[config.mk]
export PLATFORM = sky130hd
export DESIGN_NAME = seq_alu
export DESIGN_NICKNAME = d
export VERILOG_FILES = /design/src/rtl/alu_pkg.sv /design/src/rtl/alu_comb.sv /design/src/rtl/seq_alu.sv
export SDC_FILE = /design/constraint.sdc
export NUM_CORES = 1
export LEC_CHECK = 0
export ABC_AREA = 0
export CAP_MARGIN = 20
export CORE_MARGIN = 2
export CORE_UTILIZATION = 46
export DETAILED_ROUTE_END_ITERATION = 8
export PLACE_DENSITY = 0.66
export SYNTH_ARGS = -nofsm -noshare
export SYNTH_HDL_FRONTEND = slang
export SYNTH_HIERARCHICAL = 1
export SYNTH_SLANG_ARGS = --single-unit
[constraint.sdc]
create_clock -name clk -period 3.44 [get_ports clk]
set_input_delay 0.516 -clock clk [delete_from_list [all_inputs] [get_ports clk]]
set_output_delay 0.516 -clock clk [all_outputs]
set_load 0.05 [all_outputs]
[src/rtl/alu_pkg.sv]
// Shared definitions for the sequential ALU.
//   DEFAULT_WIDTH : default operand/result width
//   OP_*          : opcode encodings (9..15 are unsupported)
//   state_e       : controller state encoding
package alu_pkg;

  localparam int unsigned DEFAULT_WIDTH = 12;

  localparam logic [3:0] OP_ABS = 4'd0;
  localparam logic [3:0] OP_SHL = 4'd1;
  localparam logic [3:0] OP_AND = 4'd2;
  localparam logic [3:0] OP_OR  = 4'd3;
  localparam logic [3:0] OP_XOR = 4'd4;
  localparam logic [3:0] OP_NOT = 4'd5;
  localparam logic [3:0] OP_ADD = 4'd6;
  localparam logic [3:0] OP_SUB = 4'd7;
  localparam logic [3:0] OP_MUL = 4'd8;

  typedef enum logic [1:0] {
    StIdle = 2'd0,
    StBusy = 2'd1,
    StDone = 2'd2
  } state_e;

endpackage

[src/rtl/alu_comb.sv]
// Single-cycle combinational datapath: ABS, AND, OR, XOR, NOT, ADD, SUB and
// the unsupported-opcode response.
//   i_op      : opcode
//   i_a, i_b  : two's complement operands
//   o_z       : result
//   o_carry   : carry (ADD) / borrow (SUB), otherwise 0
//   o_ov      : signed overflow
//   o_illegal : opcode is not supported
// SHL and MUL are multi-cycle and produced by seq_alu; here they yield zeros.
module alu_comb
  import alu_pkg::*;
#(
  parameter int unsigned WIDTH = DEFAULT_WIDTH
) (
  input  logic [3:0]       i_op,
  input  logic [WIDTH-1:0] i_a,
  input  logic [WIDTH-1:0] i_b,
  output logic [WIDTH-1:0] o_z,
  output logic             o_carry,
  output logic             o_ov,
  output logic             o_illegal
);

  logic [WIDTH:0]   w_sum;
  logic [WIDTH:0]   w_diff;
  logic [WIDTH-1:0] w_neg;

  assign w_sum  = {1'b0, i_a} + {1'b0, i_b};
  assign w_diff = {1'b0, i_a} - {1'b0, i_b};
  assign w_neg  = '0 - i_a;

  always_comb begin
    o_z       = '0;
    o_carry   = 1'b0;
    o_ov      = 1'b0;
    o_illegal = 1'b0;
    case (i_op)
      OP_ABS: begin
        o_z  = i_a[WIDTH-1] ? w_neg : i_a;
        // Only the most negative value negates to itself (still negative).
        o_ov = i_a[WIDTH-1] & w_neg[WIDTH-1];
      end
      OP_AND: o_z = i_a & i_b;
      OP_OR:  o_z = i_a | i_b;
      OP_XOR: o_z = i_a ^ i_b;
      OP_NOT: o_z = ~i_a;
      OP_ADD: begin
        o_z     = w_sum[WIDTH-1:0];
        o_carry = w_sum[WIDTH];
        o_ov    = (i_a[WIDTH-1] == i_b[WIDTH-1]) && (w_sum[WIDTH-1] != i_a[WIDTH-1]);
      end
      OP_SUB: begin
        o_z     = w_diff[WIDTH-1:0];
        o_carry = w_diff[WIDTH];
        o_ov    = (i_a[WIDTH-1] != i_b[WIDTH-1]) && (w_diff[WIDTH-1] != i_a[WIDTH-1]);
      end
      OP_SHL, OP_MUL: begin
        // Multi-cycle ops, handled by the sequencer.
      end
      default: o_illegal = 1'b1;
    endcase
  end

endmodule

[src/rtl/seq_alu.sv]
// Sequential ALU with valid/ready handshakes on both sides.
//   clk, rst_n           : clock, synchronous active-low reset
//   in_valid/in_ready    : operand beat handshake (A, B, OP)
//   out_valid/out_ready  : result handshake
//   Z, CarryOut          : registered result and carry/borrow/shift-out bit
//   Sign, OV, Zero       : flags (Sign and Zero derived from registered Z)
//   Illegal              : last op used an unsupported opcode
// Single-cycle ops go IDLE->DONE; SHL shifts one bit per BUSY cycle and MUL
// runs a WIDTH-cycle shift-add iteration. Results persist until the next op
// completes.
module seq_alu
  import alu_pkg::*;
#(
  parameter int unsigned WIDTH = DEFAULT_WIDTH,
  parameter int unsigned SHW   = $clog2(WIDTH)
) (
  input  logic             clk,
  input  logic             rst_n,
  input  logic             in_valid,
  output logic             in_ready,
  input  logic [WIDTH-1:0] A,
  input  logic [WIDTH-1:0] B,
  input  logic [3:0]       OP,
  output logic             out_valid,
  input  logic             out_ready,
  output logic [WIDTH-1:0] Z,
  output logic             CarryOut,
  output logic             Sign,
  output logic             OV,
  output logic             Zero,
  output logic             Illegal
);

  // Wide enough for both WIDTH (MUL) and 2**SHW-1 (largest shift amount).
  localparam int unsigned CntW = SHW + 1;

  state_e           r_state;
  state_e           w_state_next;

  logic [3:0]       r_op;
  logic [CntW-1:0]  r_cnt;
  logic [WIDTH-1:0] r_mcand;
  logic [WIDTH-1:0] r_hi;
  logic [WIDTH-1:0] r_lo;
  logic [WIDTH-1:0] r_z;
  logic             r_carry;
  logic             r_ov;
  logic             r_illegal;

  logic             w_accept;
  logic             w_last;
  logic             w_multi;
  logic [SHW-1:0]   w_shamt;
  logic [WIDTH:0]   w_psum;
  logic [WIDTH-1:0] w_hi_next;
  logic [WIDTH-1:0] w_lo_next;
  logic [WIDTH-1:0] w_sh_next;
  logic [WIDTH-1:0] w_comb_z;
  logic             w_comb_carry;
  logic             w_comb_ov;
  logic             w_comb_illegal;

  alu_comb #(
    .WIDTH(WIDTH)
  ) u_alu_comb (
    .i_op     (OP),
    .i_a      (A),
    .i_b      (B),
    .o_z      (w_comb_z),
    .o_carry  (w_comb_carry),
    .o_ov     (w_comb_ov),
    .o_illegal(w_comb_illegal)
  );

  assign w_accept = in_valid && in_ready;
  assign w_shamt  = B[SHW-1:0];
  assign w_multi  = (OP == OP_MUL) || ((OP == OP_SHL) && (w_shamt != '0));
  assign w_last   = (r_state == StBusy) && (r_cnt == CntW'(1));

  // Shift-add step: {r_hi, r_lo} holds partial product, r_lo starts as B.
  assign w_psum    = {1'b0, r_hi} + (r_lo[0] ? {1'b0, r_mcand} : '0);
  assign w_hi_next = w_psum[WIDTH:1];
  assign w_lo_next = {w_psum[0], r_lo[WIDTH-1:1]};

  // Shift step for SHL, data kept in r_lo.
  assign w_sh_next = {r_lo[WIDTH-2:0], 1'b0};

  // State register
  always_ff @(posedge clk) begin
    if (!rst_n) begin
      r_state <= StIdle;
    end else begin
      r_state <= w_state_next;
    end
  end

  // Next-state logic
  always_comb begin
    w_state_next = r_state;
    case (r_state)
      StIdle: begin
        if (w_accept) begin
          w_state_next = w_multi ? StBusy : StDone;
        end
      end
      StBusy: begin
        if (w_last) begin
          w_state_next = StDone;
        end
      end
      StDone: begin
        if (out_ready) begin
          w_state_next = StIdle;
        end
      end
      default: w_state_next = StIdle;
    endcase
  end

  // Handshake outputs
  always_comb begin
    in_ready  = 1'b0;
    out_valid = 1'b0;
    case (r_state)
      StIdle:  in_ready  = 1'b1;
      StDone:  out_valid = 1'b1;
      default: begin
      end
    endcase
  end

  // Datapath and result registers
  always_ff @(posedge clk) begin
    if (!rst_n) begin
      r_op      <= '0;
      r_cnt     <= '0;
      r_mcand   <= '0;
      r_hi      <= '0;
      r_lo      <= '0;
      r_z       <= '0;
      r_carry   <= 1'b0;
      r_ov      <= 1'b0;
      r_illegal <= 1'b0;
    end else if (w_accept) begin
      r_op <= OP;
      if (OP == OP_MUL) begin
        r_mcand <= A;
        r_hi    <= '0;
        r_lo    <= B;
        r_cnt   <= CntW'(WIDTH);
      end else if (OP == OP_SHL) begin
        r_lo  <= A;
        r_cnt <= {1'b0, w_shamt};
        if (w_shamt == '0) begin
          r_z       <= A;
          r_carry   <= 1'b0;
          r_ov      <= 1'b0;
          r_illegal <= 1'b0;
        end
      end else begin
        r_z       <= w_comb_z;
        r_carry   <= w_comb_carry;
        r_ov      <= w_comb_ov;
        r_illegal <= w_comb_illegal;
      end
    end else if (r_state == StBusy) begin
      r_cnt <= r_cnt - CntW'(1);
      if (r_op == OP_MUL) begin
        r_hi <= w_hi_next;
        r_lo <= w_lo_next;
        if (w_last) begin
          r_z       <= w_lo_next;
          r_ov      <= |w_hi_next;
          r_carry   <= 1'b0;
          r_illegal <= 1'b0;
        end
      end else begin
        r_lo <= w_sh_next;
        if (w_last) begin
          r_z       <= w_sh_next;
          r_carry   <= r_lo[WIDTH-1];
          r_ov      <= 1'b0;
          r_illegal <= 1'b0;
        end
      end
    end
  end

  assign Z        = r_z;
  assign CarryOut = r_carry;
  assign OV       = r_ov;
  assign Illegal  = r_illegal;
  assign Sign     = r_z[WIDTH-1];
  assign Zero     = (r_z == '0);

endmodule

---- Word level (Yosys, flattened, before mapping) ----
Cells that the tools add are included.
storage, ports and cells
  register bits after elaboration ......... 62
  output and inout port bits .............. 19
  logic and storage cells ................. 116
operators by class
  add/subtract/negate cells ............... 5
  eq/ne operators ......................... 23
  muxes and demuxes ....................... 52
  bitwise logic cells ..................... 5
  reductions and logical operators ........ 21
operators with widths
  cell                                                                 count
  12-bit two-way mux                                                   19
  12-bit one-hot mux with 7 select lines                               1
  12-bit by 12-bit adder with 13-bit output                            2
  1-bit two-way mux                                                    21
  5-bit two-way mux                                                    4
  4-bit by 3-bit == test with 1-bit output, second input constant      4
  12-bit by 12-bit subtractor with 13-bit output                       1
  12-bit AND                                                           1
  12-bit logical NOT                                                   1
  12-bit inverter                                                      1
  12-bit OR                                                            1
  12-bit OR reduction                                                  1
  1-bit by 12-bit subtractor with 12-bit output, first input constant  1
  12-bit bitwise XOR                                                   1
  9-bit OR reduction                                                   1
  4-bit by 2-bit == test with 1-bit output, second input constant      2
  4-bit == test, second input constant                                 2
  4-bit logical NOT                                                    2
  2-bit two-way mux                                                    4
  2-bit != test, second input constant                                 4
  2-bit one-hot mux with 3 select lines                                1
  3-bit AND reduction                                                  2
  2-bit nonzero test                                                   3
  5-bit by 1-bit == test with 1-bit output, second input constant      1
  18 further kinds                                                     25

---- Longest topological paths before layout ----
  word-level depth ........................ 7
  depth in mapped cells ................... 13
  mapped depth without buffers ............ 13

---- Cells and area by module ----
The synthesis kept the hierarchy.
modules (own cells, without submodules)
  module    times used  cells an instance  area each (um^2)  sequential area each (um^2)
  seq_alu   1           517                3833.7            1241.2
  alu_comb  1           321                2220.9            0.0

---- Least setup slack after synthesis ----
No wires, ideal clock.
  path kind ............................... input-to-reg
  start ................................... input A[3]
  end ..................................... register r_ov (netlist: OV)
  library setup time ...................... 0.135 ns
  data arrival time ....................... 2.672 ns
  setup slack ............................. 0.633 ns
  cell stages on the path ................. 12
  path buffers ............................ 0
  cells stage by stage .................... inv_1 -> ha_1 -> a21o_1 -> a2111oi_2 -> a211oi_1 -> o2111ai_1 -> a21o_1 -> o22ai_1 -> nand3_1 -> mux2i_1 -> a2111oi_0 -> a31oi_1
on the way
  cells in the longest elaborated chain, start to end .. 7
  elaborated cells between the ends (all ways) .. 12
  classes of those cells .................. add/sub (3); eq/ne (2); mux (4); bitwise (1); reduce/logical (2)
ends and longest elaborated chain
  what                                                                                                                line                            RTL
  start: declaration                                                                                                  seq_alu.sv:21                   input logic [WIDTH-1:0] A,
  12-bit by 12-bit subtractor with 13-bit output / 12-bit by 12-bit adder with 13-bit output (equally long branches)  alu_comb.sv:29, alu_comb.sv:28
  1-bit != test (on tied branches)                                                                                    alu_comb.sv:55, alu_comb.sv:50
  1-bit logical AND (on tied branches)                                                                                alu_comb.sv:55, alu_comb.sv:50
  1-bit one-hot mux with 3 select lines (*)                                                                           alu_comb.sv:37                  case (i_op)
  via w_comb_ov                                                                                                       seq_alu.sv:60                   logic w_comb_ov;
  1-bit two-way mux (*)                                                                                               seq_alu.sv:151                  end else if (OP == OP_SHL) begin
  1-bit two-way mux (*)                                                                                               seq_alu.sv:146                  if (OP == OP_MUL) begin
  1-bit two-way mux (*)                                                                                               seq_alu.sv:144                  end else if (w_accept) begin
  end signal: assignment                                                                                              seq_alu.sv:163                  r_ov <= w_comb_ov;
  end signal: assignment                                                                                              seq_alu.sv:173                  r_ov <= |w_hi_next;
  end: declaration                                                                                                    seq_alu.sv:47                   logic r_ov;
Mark *: on every way through the listed nets, which the timed path passes. The rest lies on a longest branch. The select of a mux whose other input is x is not followed.
A chain may end at the register's enable or synchronous reset.

---- Worst setup path in the final report ----
  start ................................... input B[0]
  end ..................................... register r_z[10] (netlist: Z[10])
on the way
  cells in the longest elaborated chain, start to end .. 5
  elaborated cells between the ends (all ways) .. 9
  classes of those cells .................. add/sub (2); eq/ne (1); mux (4); reduce/logical (2)
ends and longest elaborated chain
  what                                                                                                                line                            RTL
  start: declaration                                                                                                  seq_alu.sv:22                   input logic [WIDTH-1:0] B,
  12-bit by 12-bit subtractor with 13-bit output / 12-bit by 12-bit adder with 13-bit output (equally long branches)  alu_comb.sv:29, alu_comb.sv:28
  12-bit one-hot mux with 7 select lines (*)                                                                          alu_comb.sv:37
  via w_comb_z[10]                                                                                                    seq_alu.sv:58                   logic [WIDTH-1:0] w_comb_z;
  12-bit two-way mux (*)                                                                                              seq_alu.sv:151
  12-bit two-way mux (*)                                                                                              seq_alu.sv:146
  12-bit two-way mux (*)                                                                                              seq_alu.sv:144
  end signal: assignment                                                                                              seq_alu.sv:161                  r_z <= w_comb_z;
  end signal: assignment                                                                                              seq_alu.sv:172                  r_z <= w_lo_next;
  end signal: assignment                                                                                              seq_alu.sv:180                  r_z <= w_sh_next;
  end: declaration                                                                                                    seq_alu.sv:45                   logic [WIDTH-1:0] r_z;
Marked as above.

==> run summary <==
## Pwr
• static leakage: 0.00316 uW
• switching pwr: 850 uW
• peak supply drop: 0.000236 V
• Cell Pwr Density: 339 mW/mm^2
• proportion of power drawn by flip-flops and latches: 29.7%
• power share of the clock group: 39.8%
• relative contribution of combinational cells to total power: 30.5%
• Final Power: 2590 uW
• total internal power: 1740 uW
• fraction of power spent switching nets: 32.8%

## STA
• transition time of the tightest slew-check pin: 882 ps
• max-slew headroom at the worst pin: 41.0%
• fin. max-slew vios: 0
• hold violation total from the final report: 0
• setup repair after global routing missed its margin: no
• minimum period implied by the final worst setup slack: 3220 ps
• smallest setup slack after layout: 220 ps
• part of the cycle the worst path needs: 93.6%
• total of endpoints with negative setup slack in the final report: 0
• upper clock frequency limit: 311 MHz
• Fin Clk Skew: 4.43 ps

## Setup path
• worst-path fanout max: 5
• endpoint kind of the worst setup timing path: register
• critical path type: in2reg
• Arrival @ worst endpoint: 3430 ps
• Critical Path RT: 3650 ps
• launching element type of the critical path: primary input

## Clocking
• Post-CTS Setup Bufs: 0
• post-cts hold buffer count: 0
• number of gates given a new drive strength after cts: 0
• number of buffers added by the clock tree synthesis step: 9
• number of levels in the clock H-tree: 3
• clock latency reported for the late side of the worst-skew pair: 340 ps
• Root Buffer: sky130_fd_sc_hd__clkbuf_16
• clock-pin slew on the worst setup and hold paths: 60 ps
• # clock sinks: 62
• TritonCTS clock tree: yes
• Max clock buf depth: 2

## Placement
• final RePlAce weighted congestion: 0.965
• total instance count after detailed placement: 1107
• post-placement setup slack: -189 ps
• Cell Area, Placed: 0.00729 mm^2
• number of buffer cells added on primary ports: 50
• sum of net half-perimeters after detailed placement: 16900 um

## Global route
• maximum number of pins on one net before global-route repair: 38
• GRT Residual Overflow: 0
• vias in the first global route: 6667
• global router's overall resource usage: 30.7%
• initial antenna violation count: 0
• wire length of the first global-routing pass: 34700 um

## Routing
• final WL: 21600 um
• Vias/cell: 6.08
• DRT iter0 DRCs: 720
• first drt pass iteration count: 6
• ANT nets after route: 0
• per-cell routed wire length: 19.2 um
• number of DRC violations after detailed routing: 0
• via count: 6833

## Synthesis
• fraction of registers with async set or reset after synthesis: 0%
• mean instance size in the synthesized netlist: 7.23 um^2
• Syn Nets: 924
• number of enable-type register cells in the synthesized netlist: 0
• Main synth FF type: sky130_fd_sc_hd__dfxtp_1
• total number of yosys warnings: 6
• Cells after Synth: 838
• Unique masters post-synth: 84
• sequential cell area fraction in the yosys report: 20.5%
• area of the mapped netlist: 0.00605 mm^2
• number of storage elements in the synthesis netlist: 62

## Die
• Die X: 119 um
• full die area: 0.0141 mm^2
• area of the core: 0.0127 mm^2
• I/O pins: 51
• count of standard-cell rows: 41
• height of the die: 119 um
• Starting Density: 47.6%

## Finish
• fraction of final layout cells with drive strength greater than 1: 14.2%
• final instance count without filler cells: 1124
• Antenna diodes: 0
• Layout fillers: 1234
• Layout Area Growth over Synthesis: 26.2%
• Finished Cell Area: 0.00764 mm^2
• final net count: 1033

## Outcome
• result of the run: complete, no violations

## Job
• Max-cap violations: 0

## Hold path
• path class of the lowest-slack min-delay path: reg2reg

==> per-stage QoR <==
stage,hold slack (ps),utilization (%),setup TNS [ps]
after detailed placement,457,57.3,-294
final,462,60.1,0
after global routing,487,60.1,0
after floorplan,437,-,0
after CTS,464,59.9,0
after global placement,450,57.3,-122
==> flip-flops by register name, summed over array words and instances, names as in the netlist <==
register  count
r_mcand      12
r_lo         12
OV            1
Illegal       1
CarryOut      1
r_cnt         5
r_hi         12
Z            12
r_op          4
r_state       2
==> worst max-delay path: stages <==
cell	delay (ps)
sky130_fd_sc_hd__clkdlybuf4s50_1	460
sky130_fd_sc_hd__buf_4	180
sky130_fd_sc_hd__ha_1	210
sky130_fd_sc_hd__fa_1	390
sky130_fd_sc_hd__nor2_1	160
sky130_fd_sc_hd__o221ai_1	200
sky130_fd_sc_hd__a2bb2oi_1	290
sky130_fd_sc_hd__a222oi_1	130
sky130_fd_sc_hd__and4_1	210
sky130_fd_sc_hd__or3_1	340
sky130_fd_sc_hd__nand2_1	70
sky130_fd_sc_hd__nand3_1	70
sky130_fd_sc_hd__nand3_1	100
sky130_fd_sc_hd__a21boi_0	100
==> synth_stat cells, types with 3 or more instances <==
cell                          n  area (um^2)
sky130_fd_sc_hd__nand4_1      5         31.3
sky130_fd_sc_hd__o31ai_1      8         60.1
sky130_fd_sc_hd__nand2_1    156          586
sky130_fd_sc_hd__dfxtp_1     62         1240
sky130_fd_sc_hd__mux2i_1      8         80.1
sky130_fd_sc_hd__ha_1        51          638
sky130_fd_sc_hd__o21a_1       5         37.5
sky130_fd_sc_hd__a221oi_1     8         70.1
sky130_fd_sc_hd__o21bai_1     3         22.5
sky130_fd_sc_hd__a32oi_1      4         35.0
sky130_fd_sc_hd__o21ai_0     34          170
sky130_fd_sc_hd__a22oi_1      7         52.6
sky130_fd_sc_hd__fa_1         3         60.1
sky130_fd_sc_hd__o211ai_1     8         60.1
sky130_fd_sc_hd__inv_1       44          165
sky130_fd_sc_hd__nand3_1     73          365
sky130_fd_sc_hd__a21o_1      13         97.6
sky130_fd_sc_hd__xor2_1       4         35.0
sky130_fd_sc_hd__o221ai_1     6         52.6
sky130_fd_sc_hd__nor2b_1     18          113
sky130_fd_sc_hd__nand2b_1     8         50.1
sky130_fd_sc_hd__a211oi_1     8         60.1
sky130_fd_sc_hd__clkbuf_1    30          113
sky130_fd_sc_hd__buf_2       14         70.1
sky130_fd_sc_hd__nor3_1      18         90.1
sky130_fd_sc_hd__a2111oi_0    3         26.3
sky130_fd_sc_hd__nor3b_1      3         22.5
sky130_fd_sc_hd__and3_1       5         31.3
sky130_fd_sc_hd__a31oi_1      7         43.8
sky130_fd_sc_hd__a21oi_1     36          180
sky130_fd_sc_hd__a21boi_0    43          323
sky130_fd_sc_hd__o2111ai_1    3         26.3
sky130_fd_sc_hd__nor4_1      12         75.1
sky130_fd_sc_hd__o22ai_1      7         43.8
sky130_fd_sc_hd__nor2_1      31          116
sky130_fd_sc_hd__xnor2_1     13          114
sky130_fd_sc_hd__and2_1      14         87.6
==> power by group through the flow <==
stage          Clock (uW)  Combinational [uW]  Sequential, uW
5_1_grt              1070                 850             772
3_3_place_gp            0                 766             783
2_1_floorplan           0                 418             813
3_5_place_dp            0                 770             784
4_1_cts              1040                 775             769
6_report             1030                 790             769
==> cell type report <==
| class | count | area [um^2] | area share, % |
|---|---|---|---|
| Timing Repair Buffer | 146 | 1220 | 16.0 |
| Clock inverter | 5 | 81.3 | 1.06 |
| Clock buffer | 11 | 253 | 3.31 |
| Tap cell | 172 | 215 | 2.82 |
| Multi-Input combinational cell | 683 | 4460 | 58.4 |
| Sequential cell | 62 | 1240 | 16.2 |
| Inverter | 45 | 169 | 2.21 |
==> cells by family (layout without fill, tap and decap cells) <==
kind of cell               Yosys count  count (layout)  share of synthesized area, %
muxes                                9               9                          1.51
buffers and inverters               93             207                          6.18
AOI/OAI and AO/OA                  230             230                          27.1
xor gates and xnor gates            17              17                          2.46
adders and majority gates           54              54                          11.5
DFF                                 62              62                          20.5
and+or+nand+nor                    373             373                          30.7
==> final timing paths <==
kind	cells past startpoint	endpoint	slack, ps	start
max	14	Z[10]	220	B[0]
min reg2reg	2	r_mcand[4]	460	r_mcand[4]
max reg2reg	9	r_hi[11]	580	r_lo[0]
min	2	r_mcand[4]	460	r_mcand[4]
==> per-layer routing <==
layer,vias to the layer above,part of all wire (%),routed length (um),track usage [%]
li1,3247,-,-,-
met1,3271,43,9200,38.6
met2,273,49,10600,53.1
met3,42,5.8,1250,4.39
met4,0,2.6,563,11.0
met5,-,0,0,0
==> layout by cell type (no fill, tap or decap), types with 8 or more instances in the layout <==
cell type and count:
sky130_fd_sc_hd__nand2_1 156, sky130_fd_sc_hd__buf_4 96, sky130_fd_sc_hd__nand3_1 73, sky130_fd_sc_hd__dfxtp_1 62
sky130_fd_sc_hd__ha_1 51, sky130_fd_sc_hd__clkdlybuf4s50_1 50, sky130_fd_sc_hd__inv_1 44, sky130_fd_sc_hd__a21boi_0 43
sky130_fd_sc_hd__a21oi_1 35, sky130_fd_sc_hd__o21ai_0 34, sky130_fd_sc_hd__nor2_1 31, sky130_fd_sc_hd__nor2b_1 18
sky130_fd_sc_hd__nor3_1 18, sky130_fd_sc_hd__and2_1 14, sky130_fd_sc_hd__a21o_1 13, sky130_fd_sc_hd__xnor2_1 13
sky130_fd_sc_hd__nor4_1 12, sky130_fd_sc_hd__clkbuf_16 9, sky130_fd_sc_hd__nand2b_1 8, sky130_fd_sc_hd__mux2i_1 8
sky130_fd_sc_hd__o211ai_1 8, sky130_fd_sc_hd__o31ai_1 8, sky130_fd_sc_hd__a221oi_1 8
No activity file was read; power rests on OpenSTA's default activity.
